==> src/rtl/lq_entry_push_arbiter_if.sv <==
// Requester-side and FIFO-side signals of the LQ entry push arbiter.
// The slave modport is the arbiter. The master modport is the requesters together with the FIFO.
interface lq_entry_push_arbiter_if #(
  parameter int NUM_REQ    = 3,
  parameter int FIFO_DEPTH = 4,
  parameter int DATA_WIDTH = 32
);
  localparam int CNT_W = $clog2(FIFO_DEPTH + 1);

  logic [NUM_REQ-1:0]            req_valid;
  logic [NUM_REQ-1:0]            req_lock;
  logic [NUM_REQ*DATA_WIDTH-1:0] req_data;
  logic [NUM_REQ-1:0]            req_ack;
  logic                          fifo_push;
  logic                          fifo_potential_push;
  logic [DATA_WIDTH-1:0]         fifo_data_in;
  logic                          fifo_pop;
  logic [CNT_W-1:0]              occupancy;
  logic                          full;

  modport master (
    output req_valid, req_lock, req_data, fifo_pop,
    input  req_ack, fifo_push, fifo_potential_push, fifo_data_in, occupancy, full
  );

  modport slave (
    input  req_valid, req_lock, req_data, fifo_pop,
    output req_ack, fifo_push, fifo_potential_push, fifo_data_in, occupancy, full
  );
endinterface

==> src/rtl/lq_entry_push_arbiter.sv <==
// Credit-gated round-robin arbiter for the LQ FIFO push port, with locked bursts.
// Meaning of each state: ST_OPEN arbitrates round-robin among all valid requesters. ST_LOCKED grants only owner_q until its final beat.
module lq_entry_push_arbiter #(
  parameter int NUM_REQ    = 3,
  parameter int FIFO_DEPTH = 4,
  parameter int DATA_WIDTH = 32
) (
  input  logic                   clk,
  input  logic                   rst,
  lq_entry_push_arbiter_if.slave bus
);
  localparam int PTR_W = $clog2(NUM_REQ);
  localparam int CNT_W = $clog2(FIFO_DEPTH + 1);

  typedef enum logic {ST_OPEN, ST_LOCKED} state_t;

  state_t             state_q, state_d;
  logic [PTR_W-1:0]   rr_ptr_q, rr_ptr_d;
  logic [PTR_W-1:0]   owner_q, owner_d;
  logic [CNT_W-1:0]   credits_q, credits_d;

  logic [NUM_REQ-1:0]   eligible;
  logic [2*NUM_REQ-1:0] elig_dbl;
  logic [NUM_REQ-1:0]   elig_rot;
  logic [PTR_W:0]       cand_sum;
  logic                 cand_found;
  logic [PTR_W-1:0]     cand_idx;
  logic [PTR_W-1:0]     cand_next;
  logic                 can_push;
  logic                 push;

  // Rotate eligibility so that rr_ptr lands at bit 0. The lowest set bit is then the candidate.
  always_comb begin
    eligible = bus.req_valid;
    if (state_q == ST_LOCKED) eligible = bus.req_valid & (NUM_REQ'(1) << owner_q);
    elig_dbl   = {eligible, eligible};
    elig_rot   = elig_dbl[rr_ptr_q +: NUM_REQ];
    cand_found = 1'b0;
    cand_sum   = '0;
    for (int k = NUM_REQ - 1; k >= 0; k--) begin
      if (elig_rot[k]) begin
        cand_found = 1'b1;
        cand_sum   = {1'b0, rr_ptr_q} + (PTR_W+1)'(k);
      end
    end
    if (cand_sum >= (PTR_W+1)'(NUM_REQ)) cand_sum = cand_sum - (PTR_W+1)'(NUM_REQ);
    cand_idx  = cand_sum[PTR_W-1:0];
    cand_next = (cand_idx == PTR_W'(NUM_REQ - 1)) ? '0 : cand_idx + PTR_W'(1);
  end

  always_comb begin
    can_push                = (credits_q != '0) | bus.fifo_pop;
    push                    = cand_found & can_push;
    bus.fifo_push           = push;
    bus.fifo_potential_push = |bus.req_valid;
    bus.fifo_data_in        = bus.req_data[int'(cand_idx)*DATA_WIDTH +: DATA_WIDTH];
    bus.req_ack             = push ? (NUM_REQ'(1) << cand_idx) : '0;
    bus.occupancy           = CNT_W'(FIFO_DEPTH) - credits_q;
    bus.full                = (credits_q == '0);
    credits_d               = credits_q - CNT_W'(push) + CNT_W'(bus.fifo_pop);
  end

  always_comb begin
    state_d  = state_q;
    rr_ptr_d = rr_ptr_q;
    owner_d  = owner_q;
    unique case (state_q)
      ST_OPEN: begin
        if (push) begin
          if (bus.req_lock[cand_idx]) begin
            state_d = ST_LOCKED;
            owner_d = cand_idx;
          end else begin
            rr_ptr_d = cand_next;
          end
        end
      end
      ST_LOCKED: begin
        // Only the owner can be the candidate here.
        if (push && !bus.req_lock[owner_q]) begin
          state_d  = ST_OPEN;
          rr_ptr_d = cand_next;
        end
      end
      default: state_d = ST_OPEN;
    endcase
  end

  always_ff @(posedge clk) begin
    if (rst) begin
      state_q   <= ST_OPEN;
      rr_ptr_q  <= '0;
      owner_q   <= '0;
      credits_q <= CNT_W'(FIFO_DEPTH);
    end else begin
      state_q   <= state_d;
      rr_ptr_q  <= rr_ptr_d;
      owner_q   <= owner_d;
      credits_q <= credits_d;
    end
  end

  a_ack_onehot: assert property (@(posedge clk) disable iff (rst) $onehot0(bus.req_ack));
  a_push_credit: assert property (@(posedge clk) disable iff (rst)
    bus.fifo_push |-> (credits_q != '0 || bus.fifo_pop));
  a_credit_max: assert property (@(posedge clk) disable iff (rst) credits_q <= CNT_W'(FIFO_DEPTH));
  a_pop_empty: assert property (@(posedge clk) disable iff (rst)
    (bus.fifo_pop && credits_q == CNT_W'(FIFO_DEPTH)) |-> push);

  for (genvar i = 0; i < NUM_REQ; i++) begin : g_req_proto
    // A valid requester that has not been acked must keep req_valid asserted.
    a_hold_valid: assert property (@(posedge clk)
      (!rst && bus.req_valid[i] && !bus.req_ack[i]) |=> (rst || bus.req_valid[i]));
  end
endmodule

==> src/flat_wrapper.sv <==
// flat-port wrapper written by rule: the top's interface ports become plain ports
module lq_entry_push_arbiter_flat 
#(
  parameter int NUM_REQ    = 3,
  parameter int FIFO_DEPTH = 4,
  parameter int DATA_WIDTH = 32
)
  (clk, rst, bus_req_valid, bus_req_lock, bus_req_data, bus_fifo_pop, bus_req_ack, bus_fifo_push, bus_fifo_potential_push, bus_fifo_data_in, bus_occupancy, bus_full);
  lq_entry_push_arbiter_if #(.NUM_REQ(NUM_REQ), .FIFO_DEPTH(FIFO_DEPTH), .DATA_WIDTH(DATA_WIDTH)) bus_i ();
  input  logic clk;
  input  logic rst;
  input wire logic [$bits(bus_i.req_valid)-1:0] bus_req_valid;
  input wire logic [$bits(bus_i.req_lock)-1:0] bus_req_lock;
  input wire logic [$bits(bus_i.req_data)-1:0] bus_req_data;
  input wire logic [$bits(bus_i.fifo_pop)-1:0] bus_fifo_pop;
  output wire logic [$bits(bus_i.req_ack)-1:0] bus_req_ack;
  output wire logic [$bits(bus_i.fifo_push)-1:0] bus_fifo_push;
  output wire logic [$bits(bus_i.fifo_potential_push)-1:0] bus_fifo_potential_push;
  output wire logic [$bits(bus_i.fifo_data_in)-1:0] bus_fifo_data_in;
  output wire logic [$bits(bus_i.occupancy)-1:0] bus_occupancy;
  output wire logic [$bits(bus_i.full)-1:0] bus_full;
  assign bus_i.req_valid = bus_req_valid;
  assign bus_i.req_lock = bus_req_lock;
  assign bus_i.req_data = bus_req_data;
  assign bus_i.fifo_pop = bus_fifo_pop;
  assign bus_req_ack = bus_i.req_ack;
  assign bus_fifo_push = bus_i.fifo_push;
  assign bus_fifo_potential_push = bus_i.fifo_potential_push;
  assign bus_fifo_data_in = bus_i.fifo_data_in;
  assign bus_occupancy = bus_i.occupancy;
  assign bus_full = bus_i.full;
  lq_entry_push_arbiter #(.NUM_REQ(NUM_REQ), .FIFO_DEPTH(FIFO_DEPTH), .DATA_WIDTH(DATA_WIDTH)) u_core (.clk(clk), .rst(rst), .bus(bus_i));
endmodule
==> config.mk <==
export PLATFORM = sky130hd
export DESIGN_NAME = lq_entry_push_arbiter_flat
export DESIGN_NICKNAME = d
export VERILOG_FILES = /design/src/rtl/lq_entry_push_arbiter_if.sv /design/src/rtl/lq_entry_push_arbiter.sv /design/src/flat_wrapper.sv
export SDC_FILE = /design/constraint.sdc
export NUM_CORES = 1
export LEC_CHECK = 0
export ABC_AREA = 0
export CAP_MARGIN = 20
export CORE_UTILIZATION = 32
export CTS_BUF_LIST = sky130_fd_sc_hd__clkbuf_8
export DETAILED_ROUTE_END_ITERATION = 10
export PLACE_DENSITY_LB_ADDON = 0.3
export SYNTH_ARGS = -nofsm -noshare
export SYNTH_HDL_FRONTEND = slang
export SYNTH_SLANG_ARGS = --single-unit
==> constraint.sdc <==
create_clock -name clk -period 9.25 [get_ports clk]
set_clock_uncertainty 0.2 [all_clocks]
set_input_delay 0.925 -clock clk [delete_from_list [all_inputs] [get_ports clk]]
set_output_delay 0.925 -clock clk [all_outputs]
set_load 0.01 [all_outputs]
### Yosys cells after proc, flatten, opt, wreduce, memory -nomap -nowiden

Cells that the tools add are included.

| word-level totals | value |
|---|---|
| register bits | 8 |
| input bits | 105 |
| latch bits | 0 |
| bits in read-only memories | 0 |
| output and inout bits | 41 |
| bits in writable memories | 0 |
| logic and storage cells | 55 |
| memories kept | 0 |

| cells by class | value |
|---|---|
| multiplexer cells | 22 |
| divide/modulo/power cells | 0 |
| bitwise operators | 4 |
| multipliers | 0 |
| reductions and logical operators | 7 |
| eq/ne operators | 4 |
| magnitude comparators | 3 |
| shifts and indexed selects | 4 |
| $add $sub $neg | 7 |

Operators by type and width:

| operator | count |
|---|---|
| 96-bit by 8-bit indexed part select with 32-bit output | 1 |
| 3-bit two-way mux | 5 |
| 2-bit two-way mux | 5 |
| 1-bit two-way mux | 8 |
| 2-bit by 3-bit less-than comparator with 1-bit output (second input constant) | 2 |
| 3-bit AND reduction | 2 |
| 6-bit by 3-bit indexed part select with 3-bit output | 1 |
| 1-bit by 2-bit << shifter with 3-bit output (first input constant) | 2 |
| 1-bit binary-select mux with 2-bit select | 2 |
| 2-bit != test (second input constant) | 2 |
| 2-bit case mux with 2 select lines | 1 |
| 2-bit by 1-bit adder with 3-bit output (second input constant) | 1 |
| 2-bit by 2-bit adder with 3-bit output (second input constant) | 1 |
| 3-bit by 1-bit adder with 3-bit output | 1 |
| 3-bit bitwise AND | 1 |
| 3-bit by 2-bit greater-or-equal comparator with 1-bit output (second input constant) | 1 |
| 3-bit zero test | 1 |
| 3-bit nonzero test | 1 |
| 3-bit OR reduction | 1 |
| 3-bit by 1-bit subtractor with 3-bit output | 1 |
| 3-bit subtractor (first input constant) | 1 |
| 2-bit by 1-bit adder with 2-bit output (second input constant) | 1 |
| 2-bit equality test (second input constant) | 1 |
| 2-bit by 1-bit != test with 1-bit output (second input constant) | 1 |
| 7 further kinds | 7 |

### Logic depth before layout (Yosys ltp)

| depth | value |
|---|---|
| depth in word-level cells | 14 |
| gate-level depth with buffers | 15 |
| mapped depth without buffers | 14 |

### Least setup slack after synthesis

Ideal clock, no wire load.

| timing | value |
|---|---|
| path kind | input -> output |
| from | input bus_req_valid[0] |
| to | output bus_fifo_data_in[0] |
| required time | 8125 ps |
| path slack | 4608 ps |
| cell stages on the path | 13 |
| arrival time | 3517 ps |
| path buffers | 2 |
| cells stage by stage | or4b_4 > o211ai_4 > or3_1 > o311ai_1 > or2_1 > buf_2 > ha_1 > a31oi_1 > nand4b_1 > mux2i_2 > clkbuf_1 > a222oi_1 > inv_1 |

| between the ends | value |
|---|---|
| word-level cells in the longest chain between the ends | 9 |
| elaborated cells on any way between the ends | 10 |
| those cells by class | 1 x add/sub; 1 x order compare; 2 x shift; 5 x mux; 1 x bitwise |

Ends and longest elaborated chain:

| what | RTL line | RTL |
|---|---|---|
| from (decl) | flat_wrapper.sv:12 | `input wire logic [$bits(bus_i.req_valid)-1:0] bus_req_valid;` |
| 3-bit bitwise AND | lq_entry_push_arbiter.sv:35 | `if (state_q == ST_LOCKED) eligible = bus.req_valid & (NUM_REQ'(1) << owner_q);` |
| 3-bit two-way mux (*) | lq_entry_push_arbiter.sv:35 |  |
| 6-bit by 3-bit indexed part select with 3-bit output (*) | lq_entry_push_arbiter.sv:37 | `elig_rot = elig_dbl[rr_ptr_q +: NUM_REQ];` |
| 3-bit two-way mux (2 in series) | lq_entry_push_arbiter.sv:41 | `if (elig_rot[k]) begin` |
| 3-bit two-way mux (*) | lq_entry_push_arbiter.sv:41 |  |
| 3-bit by 2-bit greater-or-equal comparator with 1-bit output / 2-bit subtractor (equally long branches) | lq_entry_push_arbiter.sv:46 | `if (cand_sum >= (PTR_W+1)'(NUM_REQ)) cand_sum = cand_sum - (PTR_W+1)'(NUM_REQ);` |
| 2-bit two-way mux (*) | lq_entry_push_arbiter.sv:46 |  |
| 96-bit by 8-bit indexed part select with 32-bit output (*) | lq_entry_push_arbiter.sv:56 | `bus.fifo_data_in = bus.req_data[int'(cand_idx)*DATA_WIDTH +: DATA_WIDTH];` |
| to (decl) | flat_wrapper.sv:19 | `output wire logic [$bits(bus_i.fifo_data_in)-1:0] bus_fifo_data_in;` |

Every way passes the cells marked *; elsewhere a longest branch is shown, timed or not.

### Worst setup path after layout

| timing | value |
|---|---|
| from | input bus_req_valid[0] |
| to | output bus_fifo_data_in[5] |

Same word-level chain as after synthesis.

==> out/metrics.yaml <==
status: "finished, final reports clean"
ys_async_sr_fraction_pct: 0
setup_viol_count_final: 0
tightest_slew_ns: 1.08
clockRootBuffer: "clkbuf_8"
synth_top_family_by_area: "compound AO/OA/AOI/OAI gates"
synth_compound_area_share_pct: 39.9
p_per_area_nw_per_um2: 386
layout_setup_ws_ns: 2.73
drc: 0
synth_seq_area_share_pct: 11.6
die_w_um: 67.8
wl_met3_um: 404
slew_violations: 0
worstSetupPathType: "in2out"
cts.repair.resized: 0
r2r-start: "u_core.rr_ptr_q[0]"
crit_top_cell: "clkdlybuf4s50_1"
grt_max_degree: 35
cp_data_required_time_ns: 8.12
synthAdderAreaFrac_pct: 6.87
rr_worst_depth: 13
antenna_found_initial: 0
crit_path_end_kind: "primary output"
clk_pin_slew_worst_paths_ns: 0.04
clock_sinks: 8
finalCritPeriodShare_pct: 70.5
top_layer: "met4"
dr_wl_met2_mm: 3.52
grt-ovfl-total: 0
die_h_um: 67.8
rrSetupSlack_ns: 4.63
cts_tree: "done"
timing.setup.tns_ns: 0
synthMuxAreaShare_pct: 5.79
reg2reg_to: "u_core.rr_ptr_q[1]"
dieArea_um2: 4590
netlist_top_cells_count: "42 x inv_1, 32 x a222oi_1, 8 x clkbuf_1, 8 x dfxtp_1, 8 x nand2_1"
hold_depth: 2
syn_avg_cell_area_um2: 7.56
leakagePower_uw: 0.00122
hp-class: "reg2reg"
finalHoldViolCount: 0
area_growth_pct: 108
yosys-top-cells-area: "a222oi_1 23%, dfxtp_1 12%, inv_1 11%"
htreeDepth: 1
met1_length_mm: 2.32
syn_inst: 183
ys.flop_type: "dfxtp_1"
coreArea_um2: 4090
synthXorXnorAreaFrac_pct: 1.27
dp_hpwl_mm: 5.02
crit_fanout: 33
netlist_area_um2: 1380
fmax_mhz: 153
whs_endpoint: "u_core.state_q"
start_util_pct: 33.9
cp_cell_sequence: "clkdlybuf4s50_1 > or4b_4 > o211ai_4 > or3_1 > o311ai_1 > or2_1 > ha_1 > a31oi_1 > nand4b_1 > nand2b_1 > nand2_1 > a222oi_1 > inv_1 > clkdlybuf4s50_1"
synth-edff-count: 0
drtAntennaViolNets: 0
grt_setup_unrepaired: "no"
firstDrtPassIters: 8
cts_buffer_depth: 2
cts_made_buffers: 3
synthSimpleGateAreaFrac_pct: 18.4
layout-drive-gt1-share_pct: 3.47
postCtsSetupBuffers: 0
slew_headroom_pct: 27.6
holdWs_ns: 0.393
syn_nets: 295
grt_pass1_wl_mm: 8.80
synth_cell_types: 43
pre_cts_slack_ns: 2.81
diodes: 0
peakVddDrop_mv: 0.228
track_usage_pct: 25.9
maxCapViolations: 0
viasPerCell: 5.47
wire_per_inst_um: 17.2
synth_warnings: 0
yosysMostFrequentCell: "inv_1"
num_vias: 2008
start_kind: "input pin"
worstPathArrival_ns: 5.39
critical-path-slowest-cell: "nand2_1"
drt_iter0_drc: 209
detail_route.wirelength_mm: 6.31
clock_latency_ns: 0.23
grt_pass1_vias: 1896
period_minus_slack_ns: 6.52
cpPeakStageDelay_ns: 0.81
fillers: 332
gp_congestion: 0.816
holdBufCountCts: 0
nNetsFinal: 431
hold_start: "u_core.state_q"
p_total_uw: 1110
ys_seq_elements: 8
synth.largest_area_cell: "a222oi_1"
io_pins: 146
final_util_pct: 70.5
synth_top_area_share_pct: 23.1
placementRows: 23
io_buffers: 145
==> layout make-up <==
class	instances	area (um2)	area share [%]
clock buffers	3	41.3	1.43
inverters	42	158	5.48
flip-flops and latches	8	160	5.56
repair buffers	146	1460	50.7
multi-input cells	118	998	34.7
well taps	50	62.6	2.17
==> power breakdown <==
| group | switching [uW] | internal [uW] |
|---|---|---|
| registers | 20.4 | 47.6 |
| logic | 474 | 526 |
| clock network | 15.8 | 28.4 |
| total | 510 | 602 |
==> layout by cell type (no fill, tap or decap), drive strengths merged <==
cell / instances
a21bo: 1
a21o: 3
a21oi: 6
a222oi: 32
a22oi: 1
a31oi: 1
a41oi: 2
and2: 2
and3: 1
and3b: 1
buf: 1
clkbuf: 3
clkdlybuf4s50: 145
dfxtp: 8
fa: 1
ha: 6
inv: 42
mux2: 2
mux2i: 5
nand2: 8
nand2b: 6
nand3b: 1
nand4: 1
nand4b: 2
nand4bb: 2
nor2: 2
nor2b: 7
nor3: 2
o211a: 3
o211ai: 4
o21ai: 7
o311ai: 1
o31ai: 1
or2: 1
or3: 3
or4b: 1
xnor2: 2
==> how the worst max path moves through the flow <==
stage	end	cells past startpoint	slack, ns	from
after detailed placement	bus_fifo_data_in[5]	14	2.81	bus_req_valid[0]
after global routing	bus_fifo_data_in[5]	14	2.40	bus_req_valid[0]
final	bus_fifo_data_in[5]	14	2.73	bus_req_valid[0]
after floorplan	bus_fifo_data_in[0]	13	4.61	bus_req_valid[0]
after CTS	bus_fifo_data_in[5]	14	2.77	bus_req_valid[0]
after global placement	bus_fifo_data_in[28]	14	2.90	bus_req_valid[0]
==> sequential cells by signal (all words and copies together), names as in the netlist <==
name              cells
u_core.owner_q        2
u_core.state_q        1
u_core.rr_ptr_q       2
u_core.credits_q      3
==> per-layer routing <==
metal	vias to the layer above	global-route usage [%]
li1	971	-
met1	935	28.7
met2	94	49.4
met3	8	5.91
met4	0	4.79
met5	-	0
==> stage by stage <==
step	area (um2)	cells
floorplan	1380	183
global placement	2840	364
detailed placement	2840	364
CTS	2880	367
global route	2880	367
finish	2880	367
==> logic make-up after synthesis <==
logic type,after synthesis
AO/OA/AOI/OAI,62
buffers and inverters,57
flip-flops,8
XOR/XNOR,2
AND/OR/NAND/NOR,40
multiplexers,7
adder cells (fa/ha/maj),7
==> worst max-delay path: cells and delay by family <==
kind	cells	cell delay (ns)
buffers and inverters	3	1.20
adder cells (fa/ha/maj)	1	0.21
AND/OR/NAND/NOR	6	2.30
AO/OA/AOI/OAI	4	0.74
(Power assumes the default switching activity.)
